--- config.mk ---
export PLATFORM = sky130hd
export DESIGN_NAME = conv_window_mac_flat
export DESIGN_NICKNAME = d
export VERILOG_FILES = /design/src/rtl/cnn_pkg.sv /design/src/rtl/conv_window_mac_if.sv /design/src/rtl/conv_mac_lane.sv /design/src/rtl/conv_window_mac.sv /design/src/flat_wrapper.sv
export SDC_FILE = /design/constraint.sdc
export NUM_CORES = 2
export LEC_CHECK = 0
export ABC_AREA = 1
export CORE_MARGIN = 2
export CORE_UTILIZATION = 45
export DETAILED_ROUTE_END_ITERATION = 16
export HOLD_SLACK_MARGIN = 0.08
export PLACE_DENSITY = 0.77
export SLEW_MARGIN = 0
export SYNTH_ARGS = -nofsm -noshare
export SYNTH_HDL_FRONTEND = slang
export SYNTH_HIERARCHICAL = 1
export SYNTH_SLANG_ARGS = --single-unit
--- constraint.sdc ---
create_clock -name clk -period 20.6 [get_ports clk]
set_input_delay 5.15 -clock clk [delete_from_list [all_inputs] [get_ports clk]]
set_output_delay 5.15 -clock clk [all_outputs]
set_load 0.02 [all_outputs]
--- src/rtl/cnn_pkg.sv ---
// rtl/cnn_pkg.sv - shared constants, sizing helpers and FSM states for the conv window MAC
package cnn_pkg;

    typedef enum logic [1:0] {
        IDLE  = 2'd0,
        MAC   = 2'd1,
        FINAL = 2'd2,
        OUT   = 2'd3
    } state_t;

    function automatic int clog2(input int value);
        int r;
        r = 0;
        while ((1 << r) < value) r++;
        return r;
    endfunction

    // Elements in one window: columns x rows x channels
    function automatic int calc_n(input int kw, input int kh, input int ch);
        return kw * kh * ch;
    endfunction

    // Number of MAC passes needed to cover n elements with the given lane count
    function automatic int calc_p(input int n, input int lanes);
        return (n + lanes - 1) / lanes;
    endfunction

    // Accumulator width wide enough that a full window of products cannot overflow
    function automatic int calc_acc_w(input int in_bits, input int n);
        return 2 * in_bits + clog2(n) + 1;
    endfunction

endpackage

--- src/rtl/conv_window_mac_if.sv ---
// rtl/conv_window_mac_if.sv - window/weight input and result output handshake bundle
interface conv_window_mac_if
    import cnn_pkg::*;
#(
    parameter int IN_BIT_SIZE  = 8,
    parameter int OUT_BIT_SIZE = 20,
    parameter int N            = calc_n(4, 3, 2)
);
    logic                        in_valid;
    logic                        in_ready;
    logic [N*IN_BIT_SIZE-1:0]    X;
    logic [N*IN_BIT_SIZE-1:0]    KERNEL;
    logic [OUT_BIT_SIZE-1:0]     BIAS;
    logic                        relu_en;
    logic                        out_valid;
    logic                        out_ready;
    logic [OUT_BIT_SIZE-1:0]     result;
    logic                        saturated;

    // Window generator and feature-map writer side
    modport master (
        output in_valid, X, KERNEL, BIAS, relu_en, out_ready,
        input  in_ready, out_valid, result, saturated
    );

    // MAC block side
    modport slave (
        input  in_valid, X, KERNEL, BIAS, relu_en, out_ready,
        output in_ready, out_valid, result, saturated
    );
endinterface

--- src/rtl/conv_mac_lane.sv ---
// rtl/conv_mac_lane.sv - LANES signed multipliers feeding one summed partial product
module conv_mac_lane
    import cnn_pkg::*;
#(
    parameter int IN_BIT_SIZE = 8,
    parameter int LANES       = 4,
    parameter int SUM_W       = 2 * IN_BIT_SIZE + clog2(LANES)
) (
    input  logic [LANES*IN_BIT_SIZE-1:0] x_lanes,
    input  logic [LANES*IN_BIT_SIZE-1:0] k_lanes,
    input  logic [LANES-1:0]             lane_en,
    output logic signed [SUM_W-1:0]      sum
);
    localparam int PROD_W = 2 * IN_BIT_SIZE;

    logic signed [PROD_W-1:0] prod [LANES];

    // Full-width signed product per lane; padding lanes contribute zero
    always_comb begin
        logic signed [PROD_W-1:0] xe;
        logic signed [PROD_W-1:0] ke;
        xe = '0;
        ke = '0;
        for (int l = 0; l < LANES; l++) begin
            xe      = PROD_W'($signed(x_lanes[l*IN_BIT_SIZE +: IN_BIT_SIZE]));
            ke      = PROD_W'($signed(k_lanes[l*IN_BIT_SIZE +: IN_BIT_SIZE]));
            prod[l] = lane_en[l] ? xe * ke : '0;
        end
    end

    // Sign-extend each product and reduce to a single partial sum
    always_comb begin
        sum = '0;
        for (int l = 0; l < LANES; l++) begin
            sum = sum + SUM_W'(prod[l]);
        end
    end

endmodule

--- src/rtl/conv_window_mac.sv ---
// rtl/conv_window_mac.sv - multi-cycle window dot product with bias, ReLU and saturation
module conv_window_mac
    import cnn_pkg::*;
#(
    parameter int IN_BIT_SIZE   = 8,
    parameter int OUT_BIT_SIZE  = 20,
    parameter int KERNEL_WIDTH  = 4,
    parameter int KERNEL_HEIGHT = 3,
    parameter int CHANNELS      = 2,
    parameter int LANES         = 4
) (
    input  logic              clk,
    input  logic              reset,
    conv_window_mac_if.slave  bus
);
    localparam int N      = calc_n(KERNEL_WIDTH, KERNEL_HEIGHT, CHANNELS);
    localparam int P      = calc_p(N, LANES);
    localparam int ACC_W  = calc_acc_w(IN_BIT_SIZE, N);
    localparam int LANE_W = 2 * IN_BIT_SIZE + clog2(LANES);
    localparam int CNT_W  = (clog2(P) > 0) ? clog2(P) : 1;
    localparam int V_W    = ((ACC_W > OUT_BIT_SIZE) ? ACC_W : OUT_BIT_SIZE) + 1;
    localparam int CHUNK  = LANES * IN_BIT_SIZE;
    localparam int PAD_W  = P * CHUNK;

    localparam logic signed [V_W-1:0] MAX_V =
        {{(V_W-OUT_BIT_SIZE+1){1'b0}}, {(OUT_BIT_SIZE-1){1'b1}}};
    localparam logic signed [V_W-1:0] MIN_V =
        {{(V_W-OUT_BIT_SIZE+1){1'b1}}, {(OUT_BIT_SIZE-1){1'b0}}};

    state_t                         state_q, state_d;
    logic [N*IN_BIT_SIZE-1:0]       x_q, x_d, k_q, k_d;
    logic signed [OUT_BIT_SIZE-1:0] bias_q, bias_d;
    logic                           relu_q, relu_d;
    logic signed [ACC_W-1:0]        acc_q, acc_d;
    logic [CNT_W-1:0]               pass_q, pass_d;
    logic [OUT_BIT_SIZE-1:0]        result_q, result_d;
    logic                           sat_q, sat_d;

    logic [PAD_W-1:0]               x_pad, k_pad;
    logic [CHUNK-1:0]               lane_x, lane_k;
    logic [LANES-1:0]               lane_en;
    logic signed [LANE_W-1:0]       lane_sum;
    logic signed [V_W-1:0]          v;

    // Zero-pad operands to whole passes and pick the slice for the current pass
    always_comb begin
        x_pad   = PAD_W'(x_q);
        k_pad   = PAD_W'(k_q);
        lane_x  = '0;
        lane_k  = '0;
        lane_en = '0;
        for (int p = 0; p < P; p++) begin
            if (pass_q == CNT_W'(p)) begin
                lane_x = x_pad[p*CHUNK +: CHUNK];
                lane_k = k_pad[p*CHUNK +: CHUNK];
                for (int l = 0; l < LANES; l++) begin
                    lane_en[l] = (p * LANES + l < N);
                end
            end
        end
    end

    conv_mac_lane #(
        .IN_BIT_SIZE (IN_BIT_SIZE),
        .LANES       (LANES),
        .SUM_W       (LANE_W)
    ) u_lane (
        .x_lanes (lane_x),
        .k_lanes (lane_k),
        .lane_en (lane_en),
        .sum     (lane_sum)
    );

    // FSM state register
    always_ff @(posedge clk or posedge reset) begin
        if (reset) state_q <= IDLE;
        else       state_q <= state_d;
    end

    // Next-state: accept, P passes, finalise, wait for the consumer
    always_comb begin
        state_d = state_q;
        case (state_q)
            IDLE:    if (bus.in_valid)               state_d = MAC;
            MAC:     if (pass_q == CNT_W'(P - 1))    state_d = FINAL;
            FINAL:                                   state_d = OUT;
            OUT:     if (bus.out_ready)              state_d = IDLE;
            default:                                 state_d = IDLE;
        endcase
    end

    // Handshake outputs decoded from registered state only
    always_comb begin
        bus.in_ready  = (state_q == IDLE);
        bus.out_valid = (state_q == OUT);
        bus.result    = result_q;
        bus.saturated = sat_q;
    end

    // Operand capture, accumulation and bias/ReLU/saturation of the final value
    always_comb begin
        x_d      = x_q;
        k_d      = k_q;
        bias_d   = bias_q;
        relu_d   = relu_q;
        acc_d    = acc_q;
        pass_d   = pass_q;
        result_d = result_q;
        sat_d    = sat_q;

        v = V_W'(acc_q) + V_W'(bias_q);
        if (relu_q && v[V_W-1]) v = '0;

        case (state_q)
            IDLE: begin
                if (bus.in_valid) begin
                    x_d    = bus.X;
                    k_d    = bus.KERNEL;
                    bias_d = bus.BIAS;
                    relu_d = bus.relu_en;
                    acc_d  = '0;
                    pass_d = '0;
                end
            end
            MAC: begin
                acc_d  = acc_q + ACC_W'(lane_sum);
                pass_d = pass_q + CNT_W'(1);
            end
            FINAL: begin
                if (v > MAX_V) begin
                    result_d = MAX_V[OUT_BIT_SIZE-1:0];
                    sat_d    = 1'b1;
                end else if (v < MIN_V) begin
                    result_d = MIN_V[OUT_BIT_SIZE-1:0];
                    sat_d    = 1'b1;
                end else begin
                    result_d = v[OUT_BIT_SIZE-1:0];
                    sat_d    = 1'b0;
                end
            end
            default: ;
        endcase
    end

    // Datapath registers; reset discards any in-flight transaction
    always_ff @(posedge clk or posedge reset) begin
        if (reset) begin
            x_q      <= '0;
            k_q      <= '0;
            bias_q   <= '0;
            relu_q   <= 1'b0;
            acc_q    <= '0;
            pass_q   <= '0;
            result_q <= '0;
            sat_q    <= 1'b0;
        end else begin
            x_q      <= x_d;
            k_q      <= k_d;
            bias_q   <= bias_d;
            relu_q   <= relu_d;
            acc_q    <= acc_d;
            pass_q   <= pass_d;
            result_q <= result_d;
            sat_q    <= sat_d;
        end
    end

endmodule

--- src/flat_wrapper.sv ---
// flat-port wrapper written by rule: the top's interface ports become plain ports
module conv_window_mac_flat import cnn_pkg::*;
#(
    parameter int IN_BIT_SIZE   = 8,
    parameter int OUT_BIT_SIZE  = 20,
    parameter int KERNEL_WIDTH  = 4,
    parameter int KERNEL_HEIGHT = 3,
    parameter int CHANNELS      = 2,
    parameter int LANES         = 4
)
  (clk, reset, bus_in_valid, bus_X, bus_KERNEL, bus_BIAS, bus_relu_en, bus_out_ready, bus_in_ready, bus_out_valid, bus_result, bus_saturated);
  conv_window_mac_if #(.IN_BIT_SIZE(IN_BIT_SIZE), .OUT_BIT_SIZE(OUT_BIT_SIZE), .N((24))) bus_i ();
  input  logic clk;
  input  logic reset;
  input wire logic [$bits(bus_i.in_valid)-1:0] bus_in_valid;
  input wire logic [$bits(bus_i.X)-1:0] bus_X;
  input wire logic [$bits(bus_i.KERNEL)-1:0] bus_KERNEL;
  input wire logic [$bits(bus_i.BIAS)-1:0] bus_BIAS;
  input wire logic [$bits(bus_i.relu_en)-1:0] bus_relu_en;
  input wire logic [$bits(bus_i.out_ready)-1:0] bus_out_ready;
  output wire logic [$bits(bus_i.in_ready)-1:0] bus_in_ready;
  output wire logic [$bits(bus_i.out_valid)-1:0] bus_out_valid;
  output wire logic [$bits(bus_i.result)-1:0] bus_result;
  output wire logic [$bits(bus_i.saturated)-1:0] bus_saturated;
  assign bus_i.in_valid = bus_in_valid;
  assign bus_i.X = bus_X;
  assign bus_i.KERNEL = bus_KERNEL;
  assign bus_i.BIAS = bus_BIAS;
  assign bus_i.relu_en = bus_relu_en;
  assign bus_i.out_ready = bus_out_ready;
  assign bus_in_ready = bus_i.in_ready;
  assign bus_out_valid = bus_i.out_valid;
  assign bus_result = bus_i.result;
  assign bus_saturated = bus_i.saturated;
  conv_window_mac #(.IN_BIT_SIZE(IN_BIT_SIZE), .OUT_BIT_SIZE(OUT_BIT_SIZE), .KERNEL_WIDTH(KERNEL_WIDTH), .KERNEL_HEIGHT(KERNEL_HEIGHT), .CHANNELS(CHANNELS), .LANES(LANES)) u_core (.clk(clk), .reset(reset), .bus(bus_i));
endmodule
# Word level (Yosys, flattened, before mapping)
# Cells that the tools add are included.
[word_totals]
ff_bits = 453
latchBits = 0
mem_bits_rw = 0
romBits = 0
input_bits = 409
output_inout_bits = 23
elab_cells = 74
mem_count = 0
[op_classes]
n_addsub = 6
n_mul = 4
n_div = 0
magnitude_cmp = 2
n_eq_ne = 11
shift = 0
n_mux = 35
n_bitwise = 0
reduce_logical = 7
[ops]
columns = ["cell", "n"]
rows = [
  ["2-to-1 mux 32 bit", 12],
  ["multiplier 8 x 8 -> 16 bit", 4],
  ["2-to-1 mux 16 bit", 4],
  ["one-hot mux 22 bit (2 select lines)", 1],
  ["2-to-1 mux 20 bit", 2],
  ["2-to-1 mux 4 bit", 6],
  ["adder 22 x 20 -> 23 bit", 1],
  ["> comparator 23 x 20 -> 1 bit, second input constant", 1],
  ["< comparator 23 x 20 -> 1 bit, second input constant", 1],
  ["2-to-1 mux 23 bit", 1],
  ["adder 22 x 18 -> 22 bit", 1],
  ["2-to-1 mux 22 bit", 1],
  ["adder 17 x 16 -> 18 bit", 1],
  ["adder 18 x 16 -> 18 bit", 1],
  ["adder 16 x 16 -> 17 bit", 1],
  ["one-hot mux 2 bit (4 select lines)", 1],
  ["== test 3 x 2 -> 1 bit, second input constant", 2],
  ["== test 3 bit, second input constant", 2],
  ["2-to-1 mux 2 bit", 3],
  ["one-hot mux 3 bit (2 select lines)", 1],
  ["== test 2 bit, second input constant", 2],
  ["!= test 2 bit, second input constant", 2],
  ["AND reduction 2 bit", 2],
  ["adder 3 x 1 -> 3 bit, second input constant", 1],
  ["other kinds (10)", 11],
]

# Depth between registers and ports, before layout
[logic_depth]
ltp_word = 14
ltp_mapped = 56
depth_no_buf = 53

# By module
# Netlist, hierarchy kept.
[modules_own_cells]
columns = ["mod", "n_inst", "cells_each", "area_per_inst_um2", "seq_area_each_um2"]
rows = [
  ["conv_window_mac", 1, 3051, 23157.2, 11335.9],
  ["conv_mac_lane", 1, 1834, 12668.4, 0.0],
]

# Least setup slack after synthesis
# Ideal clock, no wire load.
[synth_timing]
path_kind = "register to register"
from = "register u_core.pass_q[1]"
to = "register u_core.acc_q[20]"
setup_ps = 123
arrival_ps = 8981
required_time_ps = 20477
slack_ps = 11496
stages_incl_launch_ff = 48
n_path_buf = 2
synth_period_minus_slack_ps = 9104
cell_sequence = "dfrtp_1 -> inv_1 -> ha_1 -> buf_2 -> nand2_1 -> inv_1 -> clkbuf_1 -> nand2_1 -> nand3_1 -> o21ai_0 -> nand2_1 -> o2111ai_1 -> o311ai_0 -> inv_1 -> or2_2 -> fa_1 -> fa_1 -> inv_1 -> [12 not listed] -> fa_1 -> inv_1 -> ha_1 -> a21oi_1 -> o21ai_0 -> a21oi_1 -> nand2_1 -> nand2_1 -> nand2_1 -> ha_1 -> inv_1 -> nor3_1 -> nor3b_1 -> nand4_1 -> nand3_1 -> a21oi_1 -> o21ai_0 -> nand2_1"
[synth_between]
elab_cells_between_ends = 37
cone_classes = "4 x add/sub; 4 x mul; 5 x eq/ne; 23 x mux; 1 x reduce/logical"
[synth_lines]
columns = ["element", "line_no", "source"]
rows = [
  ["start: declaration", "conv_window_mac.sv:35", "logic [CNT_W-1:0] pass_q, pass_d;"],
  ["start signal: assignment", "conv_window_mac.sv:162", "pass_q <= pass_d;"],
  ["zero test 3 bit", "conv_window_mac.sv:53", "if (pass_q == CNT_W'(p)) begin"],
  ["2-to-1 mux 32 bit (5 in series)", "conv_window_mac.sv:53", ""],
  ["2-to-1 mux 32 bit *", "conv_window_mac.sv:53", ""],
  ["via u_core.lane_k[31]", "conv_window_mac.sv:40", "logic [CHUNK-1:0] lane_x, lane_k;"],
  ["multiplier 8 x 8 -> 16 bit *", "conv_mac_lane.sv:27", "prod[l] = lane_en[l] ? xe * ke : '0;"],
  ["2-to-1 mux 16 bit *", "conv_mac_lane.sv:27", ""],
  ["adder 18 x 16 -> 18 bit *", "conv_mac_lane.sv:35", "sum = sum + SUM_W'(prod[l]);"],
  ["via u_core.lane_sum[17]", "conv_window_mac.sv:42", "logic signed [LANE_W-1:0] lane_sum;"],
  ["adder 22 x 18 -> 22 bit *", "conv_window_mac.sv:126", "acc_d = acc_q + ACC_W'(lane_sum);"],
  ["one-hot mux 22 bit (2 select lines) *", "conv_window_mac.sv:114", "case (state_q)"],
  ["end signal: assignment", "conv_window_mac.sv:152", "acc_q <= '0;"],
  ["end signal: assignment", "conv_window_mac.sv:161", "acc_q <= acc_d;"],
  ["end: declaration", "conv_window_mac.sv:34", "logic signed [ACC_W-1:0] acc_q, acc_d;"],
]
# Mark *: on every way through the listed nets, which the timed path passes. The rest lies on a longest branch.
# A chain may end at the register's enable or synchronous reset.

# Worst setup path after layout
[layout_timing]
from = "register u_core.pass_q[1]"
to = "register u_core.acc_q[20]"
[layout_between]
elab_cells_between_ends = 37
cone_classes = "4 x add/sub; 4 x mul; 5 x eq/ne; 23 x mux; 1 x reduce/logical"
[layout_lines]
columns = ["element", "line_no"]
rows = [
  ["zero test 3 bit", "conv_window_mac.sv:53"],
  ["2-to-1 mux 32 bit (5 in series)", "conv_window_mac.sv:53"],
  ["2-to-1 mux 32 bit *", "conv_window_mac.sv:53"],
  ["via u_core.lane_k[18]", "conv_window_mac.sv:40"],
  ["multiplier 8 x 8 -> 16 bit *", "conv_mac_lane.sv:27"],
  ["2-to-1 mux 16 bit *", "conv_mac_lane.sv:27"],
  ["adder 17 x 16 -> 18 bit *", "conv_mac_lane.sv:35"],
  ["adder 18 x 16 -> 18 bit *", "conv_mac_lane.sv:35"],
  ["via u_core.lane_sum[17]", "conv_window_mac.sv:42"],
  ["adder 22 x 18 -> 22 bit *", "conv_window_mac.sv:126"],
  ["one-hot mux 22 bit (2 select lines) *", "conv_window_mac.sv:114"],
]
# Marked as above.

==> reports/summary.txt <==
run status: finished clean
leading cell types by total area after synthesis: dfrtp_1 (32%), nand2_1 (19%), fa_1 (14%), inv_1 (9.0%), ha_1 (6.5%)
antenna violations before repair: 3
floorplan die width: 286 microns
Unique masters post-synth: 46
final routed wirelength across all metal layers: 113000 microns
final std cells w/o fill: 6251
average size of a mapped cell: 7.33 sq um
Filler Cell Count: 7504
Post-synth EDFFs: 0
most numerous cell on the critical path: inv_1
number of pins with negative max-slew slack in the final report: 0
commonest cells after routing, fill and taps aside: nand2_1 (1772), inv_1 (854), dfrtp_1 (453)
Period Utilization, post-route: 0.555
detailed-route DRC error count: 0
Area growth, synth to finish: 18.5%
initial cell density of the core: 0.454
DRC violation total after the first TritonRoute iteration: 2620
flop-to-flop setup slack: 9.16 ns
clock tree skew after final layout: 0.0315 ns
number of endpoints with negative hold slack in the final report: 0
number of iterations in the first detailed-routing pass: 8
clock-pin slew on the worst setup and hold paths: 0.06 ns
net total in the final layout: 6011
HP Class: reg -> reg
nets in the synthesized netlist: 5734
type of the setup path with the least slack: reg -> reg
number of global-route vias before repair: 32070
Slowest cell on crit path: fa_1
global-route wire length before repair: 177000 microns
delay of the slowest cell on the worst path: 0.62 ns
number of H-tree levels: 2
synthesis-stage register bit count: 453
slew at the pin closest to its max-slew limit: 1.27 ns
routed length per instance: 18.1 microns
kind of end point of the critical path: flop
total negative slack: 0 ns
DP Worst Slack: 9.42 ns
post-synthesis sequential area ratio: 0.316
number of port buffers: 431
f_max: 0.0874 GHz
worst slew slack as a fraction of its limit: 0.145
most frequent standard cell in the layout excluding fill and tap cells: nand2_1
Max-Cap Viols: 0
setup repair after global routing missed its margin: false
largest net degree at the start of global routing: 257
CTS tree: done
number of buffer and inverter instances along the worst setup path: 12
portion of synthesized cell area occupied by the leading cell type: 0.316
clock root buffer: clkbuf_16
Setup Buffers After CTS: 0
number of instances resized during post-cts repair: 0
post-synthesis async set-or-reset flop share: 1.00
synthesized instance count: 4885
clock net sink count: 453
number of warning messages in the yosys log: 6
number of CTS-inserted buffers: 48
worst-path maximum fanout: 54
I/O pin count: 432
Worst Path Arrival: 11.91 ns
total vias in the final route: 32384
overall overflow remaining after global route: 0
Hold Buf Count CTS: 0
Std-Cell Rows: 103
Post-Syn Area: 35800 sq um
layout cell share with drive strength beyond 1: 0.0327
DIE AREA: 81900 sq um
largest area contributor in the netlist: dfrtp_1
cell count after placement: 6162
Critical Path RT: 21.07 ns
Std-Cell Core Area: 78900 sq um
number of vias per cell after detailed routing: 5.18
Tmin final: 11.44 ns
Post-DP HPWL: 87900 microns
Routed Antenna Nets: 0
Critical Path Source Type: flop
predominant post-synthesis flop cell: dfrtp_1
gp weighted congestion: 0.955
crit-path leading delay family: adder cells
GR Util All Layers: 0.276
number of buffers on the longest clock path: 3
final setup violating endpoints: 0
clock latency of the later-clocked register in the worst-skew pair: 0.61 ns
worst setup margin: 9.16 ns
Die H: 286 microns
## worst min-delay path: cells and delay by family (launching register included)
family,cells,cell delay (ns)
flops,1,0.34
simple gates,2,0.11
## cell type report
type | instances | area (sq um) | share of cell area
well taps | 1050 | 1310 | 0.0309
multi-input cells | 3333 | 20300 | 0.479
flip-flops and latches | 453 | 11300 | 0.267
inverters | 862 | 3250 | 0.0766
repair buffers | 464 | 4570 | 0.108
diodes | 1 | 2.50 | 0.0000589
clock inverters | 23 | 314 | 0.00740
clock buffers | 65 | 1340 | 0.0314
## per-layer routing
| layer | vias up | part of all wire | track usage |
|---|---|---|---|
| li1 | 15536 | - | - |
| met1 | 15417 | 0.42 | 0.367 |
| met2 | 1202 | 0.47 | 0.456 |
| met3 | 225 | 0.067 | 0.0359 |
| met4 | 4 | 0.046 | 0.113 |
| met5 | - | 0.00021 | 0 |
## synthesized netlist by cell type, types with 2 or more instances
| cell | number |
|---|---|
| o21ai_2 | 2 |
| a211oi_1 | 31 |
| ha_1 | 185 |
| a21boi_0 | 5 |
| clkbuf_1 | 216 |
| a32o_1 | 2 |
| nand3b_1 | 24 |
| fa_1 | 255 |
| inv_1 | 856 |
| clkinv_1 | 4 |
| o31ai_1 | 5 |
| o2111ai_1 | 2 |
| buf_6 | 7 |
| nand4_1 | 15 |
| nor3_1 | 38 |
| xnor2_1 | 14 |
| nand2_1 | 1777 |
| a21oi_1 | 134 |
| buf_2 | 8 |
| buf_1 | 6 |
| or2_1 | 2 |
| o21ai_0 | 322 |
| o221ai_1 | 42 |
| nand3_2 | 2 |
| o211ai_1 | 32 |
| nand2_2 | 10 |
| nor2_2 | 4 |
| xor2_1 | 25 |
| a21o_1 | 12 |
| a31oi_1 | 17 |
| a22o_1 | 2 |
| nor4_1 | 2 |
| nor2_1 | 145 |
| o22ai_1 | 21 |
| o21a_1 | 3 |
| nand3_1 | 158 |
| o21bai_1 | 9 |
| dfrtp_1 | 453 |
| or2_2 | 28 |
| nor3b_1 | 3 |
| inv_2 | 2 |
## through the flow
stage / hold WS (ns) / area (sq um) / util
after global placement: 0.459 / 40800 / 0.517
after floorplan: 0.444 / 35800 / -
final: 0.479 / 42500 / 0.538
after global routing: 0.493 / 42500 / 0.538
after CTS: 0.479 / 42500 / 0.538
after detailed placement: 0.463 / 40800 / 0.517
## kinds of logic (layout without fill, tap and decap cells)
family          count (synthesis)  after routing  share of synthesized area
fa+ha+maj                     440            440                      0.207
xor+xnor                       39             39                    0.00953
simple gates                 2210           2210                      0.246
compound gates                644            644                      0.104
other cells                     0              1                          0
flops                         453            453                      0.316
buf+inv                      1099           1414                      0.117
## state kept, by name, summed over array words and instances (netlist names)
name / count
u_core/bus.saturated: 1
u_core/relu_q: 1
u_core/acc_q: 22
u_core/x_pad: 192
u_core/bus.result: 20
u_core/pass_q: 3
u_core/bias_q: 20
u_core/state_q: 2
u_core/k_pad: 192
## final timing paths
path                                   start                 to  cells past startpoint
max                         u_core/pass_q[1]   u_core/acc_q[20]                     48
min reg2reg                u_core/x_pad[117]  u_core/x_pad[117]                      2
max reg2reg                 u_core/pass_q[1]   u_core/acc_q[20]                     48
max in group asynchronous              reset  u_core/x_pad[156]                      6
min in group asynchronous              reset   u_core/k_pad[93]                      2
min                        u_core/x_pad[117]  u_core/x_pad[117]                      2
Power is left out: the tool's default activity adds up to more than one toggle a clock period on the data nets, which glitch-free logic cannot reach.
